===== config.mk =====
export PLATFORM = sky130hd
export DESIGN_NAME = intt
export DESIGN_NICKNAME = d
export VERILOG_FILES = /design/src/rtl/intt.sv
export SDC_FILE = /design/constraint.sdc
export NUM_CORES = 1
export LEC_CHECK = 0
export BUFFER_PORTS_ARGS = -buffer_cell sky130_fd_sc_hd__buf_2
export CORE_ASPECT_RATIO = 1.4
export CORE_MARGIN = 3
export CORE_UTILIZATION = 62
export CTS_CLUSTER_SIZE = 14
export DETAILED_ROUTE_END_ITERATION = 8
export MAX_ROUTING_LAYER = met4
export PLACE_DENSITY_LB_ADDON = 0.08
export RECOVER_POWER = 25
export SLEW_MARGIN = 20
export SYNTH_ARGS = -nofsm -noshare
export SYNTH_HDL_FRONTEND = slang
export SYNTH_SLANG_ARGS = --single-unit

===== constraint.sdc =====
create_clock -name clk -period 28.9 [get_ports clk]
set_input_delay 5.78 -clock clk [delete_from_list [all_inputs] [get_ports clk]]
set_output_delay 5.78 -clock clk [all_outputs]
set_load 0.03 [all_outputs]

===== src/rtl/intt.sv =====
`default_nettype none
// ---------------------------------------------------------------------------
// intt : iterative inverse NTT, one Gentleman-Sande butterfly per cycle
// Rev 1.0
// ---------------------------------------------------------------------------
module intt #(
  parameter int P     = 17,
  parameter int N     = 8,
  parameter int W_INV = 9,
  parameter int N_INV = 15,
  parameter int LOGN  = $clog2(N),
  parameter int LOGP  = $clog2(P),
  parameter int NB    = N * LOGP
) (
  input  logic          clk,
  input  logic          reset,
  input  logic          data_in_ready,
  input  logic [NB-1:0] poly_in,
  output logic          busy,
  output logic          done,
  output logic [NB-1:0] poly_out
);

  localparam int SW = (LOGN > 1) ? $clog2(LOGN) : 1;
  localparam int PW = LOGN - 1;

  localparam logic [LOGP-1:0]   c_P          = LOGP'(P);
  localparam logic [LOGP:0]     c_P_EXT      = (LOGP+1)'(P);
  localparam logic [2*LOGP-1:0] c_P_WIDE     = (2*LOGP)'(P);
  localparam logic [LOGP-1:0]   c_N_INV      = LOGP'(N_INV);
  localparam logic [SW-1:0]     c_LAST_STAGE = SW'(LOGN - 1);
  localparam logic [PW-1:0]     c_LAST_PAIR  = {PW{1'b1}};
  localparam logic [LOGN-1:0]   c_LAST_IDX   = {LOGN{1'b1}};

  typedef enum logic [2:0] {
    IDLE    = 3'd0,
    LOAD    = 3'd1,
    COMPUTE = 3'd2,
    SCALE   = 3'd3,
    FINISH  = 3'd4
  } state_t;

  function automatic int pow_mod(input int e);
    int r;
    r = 1;
    for (int k = 0; k < e; k++) r = (r * W_INV) % P;
    return r;
  endfunction

  function automatic logic [LOGP-1:0] mod_add(input logic [LOGP-1:0] a, input logic [LOGP-1:0] b);
    logic [LOGP:0] s;
    s = {1'b0, a} + {1'b0, b};
    return LOGP'((s >= c_P_EXT) ? s - c_P_EXT : s);
  endfunction

  // Bias by P first so the difference never goes negative.
  function automatic logic [LOGP-1:0] mod_sub(input logic [LOGP-1:0] a, input logic [LOGP-1:0] b);
    logic [LOGP:0] d;
    d = {1'b0, a} + c_P_EXT - {1'b0, b};
    return LOGP'((d >= c_P_EXT) ? d - c_P_EXT : d);
  endfunction

  function automatic logic [LOGP-1:0] mod_mul(input logic [LOGP-1:0] a, input logic [LOGP-1:0] b);
    logic [2*LOGP-1:0] t;
    t = {{LOGP{1'b0}}, a} * {{LOGP{1'b0}}, b};
    return LOGP'(t % c_P_WIDE);
  endfunction

  function automatic logic [LOGN-1:0] bit_rev(input logic [LOGN-1:0] i);
    logic [LOGN-1:0] r;
    for (int k = 0; k < LOGN; k++) r[k] = i[LOGN-1-k];
    return r;
  endfunction

  state_t          r_state;
  state_t          w_state_next;
  logic [SW-1:0]   r_stage;
  logic [PW-1:0]   r_pair;
  logic [LOGN-1:0] r_scale_idx;
  logic [LOGP-1:0] r_coef    [N];
  logic [LOGP-1:0] r_staging [N];

  logic [LOGP-1:0] w_tw_tab [N/2];
  logic [LOGP-1:0] w_load   [N];
  logic [NB-1:0]   w_staging_flat;

  generate
    for (genvar gi = 0; gi < N/2; gi++) begin : g_tw
      localparam logic [LOGP-1:0] c_TW = LOGP'(pow_mod(gi));
      assign w_tw_tab[gi] = c_TW;
    end

    for (genvar gi = 0; gi < N; gi++) begin : g_load
      logic [LOGP-1:0] w_raw;
      assign w_raw      = poly_in[LOGP*gi +: LOGP];
      assign w_load[gi] = (w_raw >= c_P) ? w_raw - c_P : w_raw;
    end

    for (genvar gi = 0; gi < N; gi++) begin : g_pack
      assign w_staging_flat[LOGP*gi +: LOGP] = r_staging[gi];
    end
  endgenerate

  // Butterfly addressing: the pair index gets a zero bit inserted at the
  // half-span position to form the upper index; the twiddle exponent is the
  // offset within the block scaled by 2^stage.
  logic [PW-1:0]   w_mask;
  logic [PW-1:0]   w_j;
  logic [PW-1:0]   w_tw_idx;
  logic [LOGN-1:0] w_half;
  logic [LOGN-1:0] w_idx_u;
  logic [LOGN-1:0] w_idx_v;
  logic [LOGP-1:0] w_u;
  logic [LOGP-1:0] w_v;
  logic [LOGP-1:0] w_bf_sum;
  logic [LOGP-1:0] w_bf_prod;
  logic [LOGN-1:0] w_rev_idx;
  logic [LOGP-1:0] w_scaled;
  logic            w_last_pair;
  logic            w_last_stage;
  logic            w_last_idx;

  assign w_mask    = c_LAST_PAIR >> r_stage;
  assign w_j       = r_pair & w_mask;
  assign w_tw_idx  = w_j << r_stage;
  assign w_half    = {1'b0, w_mask} + LOGN'(1);
  assign w_idx_u   = {r_pair & ~w_mask, 1'b0} | {1'b0, w_j};
  assign w_idx_v   = w_idx_u | w_half;
  assign w_u       = r_coef[w_idx_u];
  assign w_v       = r_coef[w_idx_v];
  assign w_bf_sum  = mod_add(w_u, w_v);
  assign w_bf_prod = mod_mul(mod_sub(w_u, w_v), w_tw_tab[w_tw_idx]);

  // The butterfly network leaves results in bit-reversed order.
  assign w_rev_idx = bit_rev(r_scale_idx);
  assign w_scaled  = mod_mul(r_coef[w_rev_idx], c_N_INV);

  assign w_last_pair  = (r_pair == c_LAST_PAIR);
  assign w_last_stage = (r_stage == c_LAST_STAGE);
  assign w_last_idx   = (r_scale_idx == c_LAST_IDX);

  always_ff @(posedge clk or posedge reset) begin
    if (reset) r_state <= IDLE;
    else       r_state <= w_state_next;
  end

  always_comb begin
    w_state_next = r_state;
    case (r_state)
      IDLE:    if (data_in_ready) w_state_next = LOAD;
      LOAD:    w_state_next = COMPUTE;
      COMPUTE: if (w_last_pair && w_last_stage) w_state_next = SCALE;
      SCALE:   if (w_last_idx) w_state_next = FINISH;
      FINISH:  w_state_next = IDLE;
      default: w_state_next = IDLE;
    endcase
  end

  always_ff @(posedge clk or posedge reset) begin
    if (reset) begin
      r_stage     <= '0;
      r_pair      <= '0;
      r_scale_idx <= '0;
      busy        <= 1'b0;
      done        <= 1'b0;
      poly_out    <= '0;
    end else begin
      busy <= (w_state_next != IDLE);
      done <= (r_state == FINISH);
      if (r_state == FINISH) poly_out <= w_staging_flat;
      if (r_state == COMPUTE) begin
        if (w_last_pair) begin
          r_pair  <= '0;
          r_stage <= w_last_stage ? '0 : r_stage + SW'(1);
        end else begin
          r_pair  <= r_pair + PW'(1);
        end
      end
      if (r_state == SCALE) r_scale_idx <= w_last_idx ? '0 : r_scale_idx + LOGN'(1);
    end
  end

  // Coefficient storage carries no reset; it is fully rewritten in LOAD.
  always_ff @(posedge clk) begin
    if (r_state == LOAD) begin
      for (int i = 0; i < N; i++) r_coef[i] <= w_load[i];
    end else if (r_state == COMPUTE) begin
      r_coef[w_idx_u] <= w_bf_sum;
      r_coef[w_idx_v] <= w_bf_prod;
    end
    if (r_state == SCALE) r_staging[r_scale_idx] <= w_scaled;
  end

endmodule
`default_nettype wire


==> flow_metrics.tcl, run 1 <==
set metrics [dict create \
    gp_congestion 1.000 \
    vias_per_cell 6.513 \
    antenna_cells 0 \
    wl_um 29580 \
    core_area_um2 17620 \
    cts_resized 0 \
    min_period_ns 12.06 \
    worstPathMaxFanout 28 \
    die_area_um2 19880 \
    max_clock_freq_ghz 0.08289 \
    ios 85 \
    rr_startpoint "r_pair[1]" \
    mostFrequentLayoutCells "116 x nand2_1, 91 x nor2_1, 84 x buf_2" \
    report.final.slew_viol_count 42 \
    dp_hpwl_um 22070 \
    io_buffers 84 \
    setup_viol 0 \
    cts_buffer_depth 2 \
    worst_r2r_path_depth 45 \
    worstPathRequired_ns 29.05 \
    crit_top_cell "inv_1" \
    worstMarginPinSlew_ns 2.255 \
    min_to "poly_out[32]" \
    finalCritPeriodShare_pct 41.74 \
    die_w_um 120.0 \
    hold_class "flop to flop" \
    synth.distinct_cells 102 \
    synth-async-reset-ratio_pct 39.39 \
    yosysWarningCount 0 \
    cts_sinks 132 \
    end_kind "flop" \
    grt_usage_pct 30.38 \
    root_buffer "clkbuf_16" \
    area_delta_synth_final_pct 10.21 \
    detail-route-antenna-nets 0 \
    grt_overflow 0 \
    postCtsSetupBuffers 0 \
    crit_arrival_ns 12.21 \
    cpPeakStageDelay_ns 0.95 \
    drc 0 \
    violations "max-capacitance violations, max-slew violations" \
    regToRegEndpoint "r_coef[6][0]" \
    grt_pass1_vias 9400 \
    wire_per_inst_um 19.59 \
    syn_inst 1202 \
    worst-setup-path-type "flop to flop" \
    synthesis.nets 1340 \
    netlist_area_um2 11280 \
    initial_core_util_pct 64.05 \
    die_y_um 165.6 \
    clkTransAtPathRegs_ns 0.06 \
    h-tree-depth 4 \
    r2r_setup_slack_ns 16.84 \
    dominantRegCellSynth "edfxtp_1" \
    status "finished, violations left" \
    syn_area_per_cell_um2 9.387 \
    grt_max_degree 53 \
    cts_inserted_buffers 17 \
    mostFrequentLayoutCell "nand2_1" \
    hold_start "r_staging[6][2]" \
    setup-tns-final_ns 0 \
    yosysSeqAreaShare_pct 32.82 \
    ys_seq_elements 132 \
    finalHoldViolations 0 \
    drv_cap 1 \
    layout-drive-gt1-share_pct 17.90 \
    clock_skew_ns 0.01051 \
    cts_tree "yes" \
    worst_setup_path_start_kind "flop" \
    dr.pass1.iters 6 \
    min_delay_path_depth 1 \
    first_iter_violations 1224 \
    rows 57 \
    route.vias.total 9835 \
    relSlewSlack_pct -50.30 \
    slowest_stage "dfrtp_1" \
    cts_hold_buf 0 \
    antenna_found_initial 0 \
    rsz0062_at_grt "no" \
    synth-edff-count 80 \
    grt_pass1_wl_um 47820 \
    finalNetCount 1399 \
    clkLatencyLatePin_ns 0.42 \
]
-- metal layers --
layer / routed length, um / GRT usage [%] / vias to the layer above
met2: 14690 / 50.24 / 476
met3: 1819 / 3.547 / 98
li1: - / - / 4614
met4: 1182 / 12.26 / 0
met5: 0 / - / -
met1: 11890 / 37.96 / 4647
-- synth_stat cells (7+ instances only) --
master / instances / area, um2
nand2_1: 116 / 435.4
nor2_1: 91 / 341.6
inv_1: 81 / 304.0
edfxtp_1: 80 / 2402
ha_1: 80 / 1001
o21ai_0: 53 / 265.3
dfrtp_1: 52 / 1301
mux2_2: 51 / 574.3
a21oi_1: 45 / 225.2
nor3_1: 38 / 190.2
clkbuf_1: 32 / 120.1
nand3_1: 32 / 160.2
xnor2_1: 30 / 262.8
mux2i_1: 26 / 260.3
o21ai_1: 22 / 110.1
o211ai_1: 18 / 135.1
nor4_1: 17 / 106.4
a21o_1: 16 / 120.1
fa_1: 15 / 300.3
nand2b_1: 15 / 93.84
and3_1: 14 / 87.58
o22ai_1: 14 / 87.58
xor2_1: 14 / 122.6
a211oi_1: 13 / 97.59
o21a_1: 13 / 97.59
o2111ai_1: 12 / 105.1
or3_1: 12 / 75.07
mux4_2: 10 / 225.2
buf_1: 9 / 33.78
or2_2: 9 / 56.30
a221oi_1: 8 / 70.07
a31oi_1: 8 / 50.05
a22oi_1: 7 / 52.55
and2_1: 7 / 43.79
o211a_1: 7 / 70.07
o21bai_1: 7 / 52.55
-- worst max-delay path by stage --
stage,startpoint,endpoint,slack [ns]
2_1_floorplan,r_stage[1],r_coef[5][0],18.85
3_3_place_gp,r_stage[1],r_coef[4][0],17.30
3_5_place_dp,r_pair[1],r_coef[4][0],17.08
4_1_cts,r_pair[1],r_coef[4][0],17.02
5_1_grt,r_pair[1],r_coef[3][0],15.85
6_report,r_pair[1],r_coef[6][0],16.84
-- kinds of logic after synthesis --
family / count (synthesis) / synth area share [%]
buf+inv: 129 / 4.447
compound gates: 319 / 20.51
fa+ha+maj: 95 / 11.53
mux: 89 / 9.659
simple gates: 390 / 17.03
xor+xnor: 48 / 3.992
flops: 132 / 32.82
-- critical path, delay by kind of cell (launching register included) --
kind / cells / cell delay [ns]
AOI/OAI and AO/OA: 16 / 3.58
xor gates and xnor gates: 5 / 1.89
adders and majority gates: 9 / 2.81
buffers and inverters: 7 / 0.97
DFF: 1 / 0.95
and+or+nand+nor: 8 / 1.58
-- state kept, by name, indices dropped and copies added, names as in the netlist --
signal	count
done	1
r_pair	2
r_stage	2
r_coef	40
busy	1
poly_out	40
r_staging	40
r_state	3
r_scale_idx	3
-- metrics by stage --
| stage | worst slack [ns] | utilization, % | std cells | cell area [um2] | hold WS (ns) |
|---|---|---|---|---|---|
| after floorplan | 18.85 | - | 1202 | 11280 | 0.4538 |
| after global placement | 17.30 | 67.16 | 1478 | 11830 | 0.4556 |
| after detailed placement | 17.08 | 67.16 | 1478 | 11830 | 0.4615 |
| after CTS | 17.02 | 70.60 | 1510 | 12440 | 0.4748 |
| after global routing | 15.85 | 70.59 | 1510 | 12440 | 0.4807 |
| final | 16.84 | 70.59 | 1510 | 12440 | 0.4786 |
-- layout make-up --
type	count	area, um2
clock inverters	14	155.1
flip-flops and latches	132	3704
clock buffers	18	450.4
well taps	236	295.3
repair buffers	88	442.9
multi-input cells	941	7083
fillers	1394	5180
inverters	81	305.3
Power of run 1 is left out: the tool's default activity adds up to more than one toggle a clock period on the data nets, which glitch-free logic cannot reach.
==> inputs of run 2 (changes only) <==
CORE_UTILIZATION = 56   (was 62)
clock period = 10.2 ns   (was 28.9 ns; I/O delays follow)
==> flow_metrics.tcl, run 2 (same netlist as run 1, synthesis figures left out) <==
set metrics [dict create \
    status "finished, violations left" \
    violations "max-capacitance violations, max-slew violations" \
    grt_overflow 0 \
    gp_congestion 1.052 \
    core_area_um2 19520 \
    wire_per_inst_um 18.89 \
    clkLatencyLatePin_ns 0.41 \
    die_w_um 126.0 \
    first_iter_violations 883 \
    route.vias.total 9937 \
    setup_viol 0 \
    rows 60 \
    min_period_ns 9.862 \
    dr.pass1.iters 5 \
    worst_setup_path_start_kind "flop" \
    worst-setup-path-type "flop to flop" \
    cts_buffer_depth 2 \
    drv_cap 1 \
    grt_usage_pct 27.50 \
    layout-drive-gt1-share_pct 24.83 \
    detail-route-antenna-nets 0 \
    h-tree-depth 4 \
    grt_pass1_vias 9371 \
    reg_top3 "poly_out: 40 flops, r_coef: 40 flops, r_staging: 40 flops" \
    antenna_found_initial 0 \
    placed_cell_area_um2 12300 \
    worstMarginPinSlew_ns 2.156 \
    finalNetCount 1474 \
    io_buffers 84 \
    dp_hpwl_um 22610 \
    seq_area_um2 3710 \
    root_buffer "clkbuf_16" \
    mostFrequentLayoutCell "nand2_1" \
    grt_max_degree 47 \
    worstPathMaxFanout 11 \
    finalCritPeriodShare_pct 96.69 \
    pre_cts_ws_ns -0.4126 \
    clkTransAtPathRegs_ns 0.06 \
    area_delta_synth_final_pct 16.56 \
    die_y_um 174.0 \
    worstPathRequired_ns 10.30 \
    report.final.slew_viol_count 42 \
    nFillCells 1633 \
    antenna_cells 0 \
    cts_inserted_buffers 17 \
    mostFrequentLayoutCells "115 x nand2_1, 90 x nor2_1, 84 x buf_2" \
    multi_input_area_um2 7257 \
    end_kind "flop" \
    holdWs_ns 0.4727 \
    finalInstanceArea_um2 13150 \
    crit_arrival_ns 9.97 \
    cpPeakStageDelay_ns 0.56 \
    cts_tree "yes" \
    clock_skew_ns 0.009633 \
    crit_top_cell "fa_1" \
    slowest_stage "fa_1" \
    cts_hold_buf 0 \
    wl_um 30170 \
    max_clock_freq_ghz 0.1014 \
    vias_per_cell 6.222 \
    ios 85 \
    relSlewSlack_pct -43.71 \
    grt_pass1_wl_um 48300 \
    finalHoldViolations 0 \
    drc 0 \
    cts_sinks 132 \
    setup_ws_ns 0.3376 \
    hold_class "flop to flop" \
    initial_core_util_pct 57.81 \
    die_area_um2 21910 \
]
-- run 2: cell types whose count changed in the layout (fill, tap and decap cells not counted), sizes merged --
| cell | previous run | this run |
|---|---|---|
| clkinvlp | 3 | 2 |
| clkbuf | 20 | 19 |
| buf | 86 | 161 |
| inv | 89 | 92 |
| bufinv | 1 | 0 |
-- run 2: path summary, 6_finish.rpt --
kind | startpoint | to | slack, ns | cells past startpoint
min in group asynchronous | reset | poly_out[25] | 1.53 | 2
min | r_staging[7][1] | poly_out[36] | 0.47 | 1
max reg2reg | r_stage[1] | r_coef[5][0] | 0.34 | 39
min reg2reg | r_staging[7][1] | poly_out[36] | 0.47 | 1
max | r_stage[1] | r_coef[5][0] | 0.34 | 39
max in group asynchronous | reset | r_stage[1] | 7.75 | 3
-- run 2: routing by layer --
metal / routed length, um / vias to the layer above / GRT usage [%]
met4: 911 / 0 / 8.318
met1: 12470 / 4753 / 34.18
li1: - / 4774 / -
met3: 1420 / 70 / 3.166
met5: 0 / - / -
met2: 15370 / 340 / 47.16
-- run 2: through the flow --
stage / utilization [%] / TNS (ns) / cells
final: 67.38 / 0 / 1597
after global routing: 67.38 / -0.3821 / 1597
after CTS: 66.23 / 0 / 1585
after detailed placement: 63.04 / -8.278 / 1551
after global placement: 63.04 / -2.921 / 1551
after floorplan: - / 0 / 1202
-- run 2: critical path: cells and delay by family (launching register included) --
kind | cells | cell delay, ns
fa+ha+maj | 7 | 2.42
flops | 1 | 0.55
buf+inv | 3 | 0.27
xor+xnor | 4 | 0.93
compound gates | 12 | 2.54
mux | 1 | 0.37
simple gates | 12 | 2.45
-- run 2: area by class of cell --
class / instances / share of cell area (%)
clock buffers: 17 / 3.235
repair buffers: 163 / 7.678
well taps: 248 / 2.359
inverters: 81 / 2.312
flip-flops and latches: 132 / 28.21
multi-input cells: 941 / 55.18
clock inverters: 15 / 1.027
-- run 2: what timing repair did --
item,in CTS,in global routing
pin swaps,2,11
endpoints found under the setup margin,31,35
resized for setup,10,37
buffers inserted,2,12
Power of run 2 is left out for the same reason.
==> inputs of run 3 (changes only) <==
CORE_ASPECT_RATIO = unset   (was 1.4)
==> flow_metrics.tcl, run 3 (same netlist as run 1, synthesis figures left out) <==
set metrics [dict create \
    status "finished, violations left" \
    violations "max-capacitance violations, max-slew violations" \
    io_buffers 84 \
    h-tree-depth 4 \
    vias_per_cell 6.161 \
    layout-drive-gt1-share_pct 24.44 \
    root_buffer "clkbuf_16" \
    grt_max_degree 53 \
    core_area_um2 19650 \
    setup_ws_ns 0.5010 \
    cts_hold_buf 0 \
    clkTransAtPathRegs_ns 0.06 \
    worst_setup_path_start_kind "flop" \
    antenna_found_initial 0 \
    cpPeakStageDelay_ns 0.54 \
    dr.pass1.iters 5 \
    first_iter_violations 652 \
    drv_cap 1 \
    min_delay_path_depth 1 \
    mostFrequentLayoutCells "113 x nand2_1, 90 x nor2_1, 83 x buf_2" \
    slowest_stage "fa_1" \
    initial_core_util_pct 57.41 \
    grt_pass1_wl_um 46350 \
    min_period_ns 9.699 \
    worstMarginPinSlew_ns 1.509 \
    worstPathMaxFanout 15 \
    grt_usage_pct 26.68 \
    relSlewSlack_pct -0.5816 \
    crit_arrival_ns 9.81 \
    end_kind "flop" \
    clkLatencyLatePin_ns 0.42 \
    die_y_um 147.9 \
    cp_top_family "compound AO/OA/AOI/OAI gates" \
    ios 85 \
    crit_top_cell "buf_4" \
    crit_buf_inv 9 \
    cts_buffer_depth 2 \
    max_clock_freq_ghz 0.1031 \
    rows 51 \
    cts_tree "yes" \
    wire_per_inst_um 17.91 \
    worst-setup-path-type "flop to flop" \
    nFillCells 1636 \
    grt_overflow 0 \
    antenna_cells 0 \
    finalNetCount 1455 \
    cts_sinks 132 \
    crit_cells 43 \
    clock_skew_ns 0.007490 \
    pre_cts_ws_ns -0.2389 \
    wl_um 28570 \
    route.vias.total 9826 \
    gp_congestion 1.000 \
    worstPathRequired_ns 10.31 \
    dp_hpwl_um 21510 \
    die_area_um2 21890 \
    grt_pass1_vias 8939 \
    mostFrequentLayoutCell "nand2_1" \
    seq_area_um2 3706 \
    finalHoldViolations 0 \
    die_w_um 147.9 \
    hold_class "flop to flop" \
    drc 0 \
    finalCritPeriodShare_pct 95.09 \
    reg_top3 "poly_out: 40 flops, r_coef: 40 flops, r_staging: 40 flops" \
    holdWs_ns 0.4761 \
    area_delta_synth_final_pct 16.18 \
    detail-route-antenna-nets 0 \
    worst_r2r_path_depth 43 \
    setup_viol 0 \
    multi_input_area_um2 7311 \
    report.final.slew_viol_count 29 \
    cts_inserted_buffers 17 \
]
-- run 3: cell count changes in the layout (fill, tap and decap cells not counted), sizes merged --
cell      change
clkinvlp      +1
buf          -20
bufinv        +2
clkbuf        +2
inv           -4
-- run 3: timing repair --
action / CTS / global route
resized for setup: 3 / 55
pin swaps: 1 / 14
endpoints found under the setup margin: 28 / 35
setup buffers: 1 / 9
-- run 3: routing by layer --
| metal | part of all wire [%] | track usage [%] |
|---|---|---|
| met5 | 0 | - |
| met2 | 45 | 39.37 |
| met3 | 7.1 | 5.058 |
| met1 | 46 | 38.16 |
| met4 | 2.0 | 6.975 |
-- run 3: cell type report --
class | count | area share (%)
multi-input combinational | 941 | 55.77
clock inverter | 14 | 1.250
sequential | 132 | 28.27
tap | 265 | 2.529
inverter | 81 | 2.329
timing repair buffer | 144 | 6.576
clock buffer | 18 | 3.274
-- run 3: final timing paths --
check / start / to / slack (ns)
max reg2reg: r_stage[1] / r_coef[5][0] / 0.50
max in group asynchronous: reset / r_stage[1] / 7.85
min in group asynchronous: reset / poly_out[29] / 1.77
min: r_staging[6][1] / poly_out[31] / 0.48
max: r_stage[1] / r_coef[5][0] / 0.50
min reg2reg: r_staging[6][1] / poly_out[31] / 0.48
-- run 3: worst reg2reg max path: cells and delay by family (launching register included) --
family                     cells  cell delay [ns]
xor gates and xnor gates       4             0.97
AOI/OAI and AO/OA             14             2.86
buffers and inverters          9             1.22
DFF                            1             0.44
adders and majority gates      7             2.32
and+or+nand+nor                9             1.58
-- run 3: metrics by stage --
stage	area, um2	TNS (ns)	util, %	std cells
2_1_floorplan	11280	0	-	1202
3_3_place_gp	12210	0	62.14	1553
4_1_cts	12830	0	65.29	1586
5_1_grt	13110	-0.2894	66.70	1595
3_5_place_dp	12210	-3.285	62.14	1553
6_report	13110	0	66.70	1595
Power of run 3 is left out for the same reason.
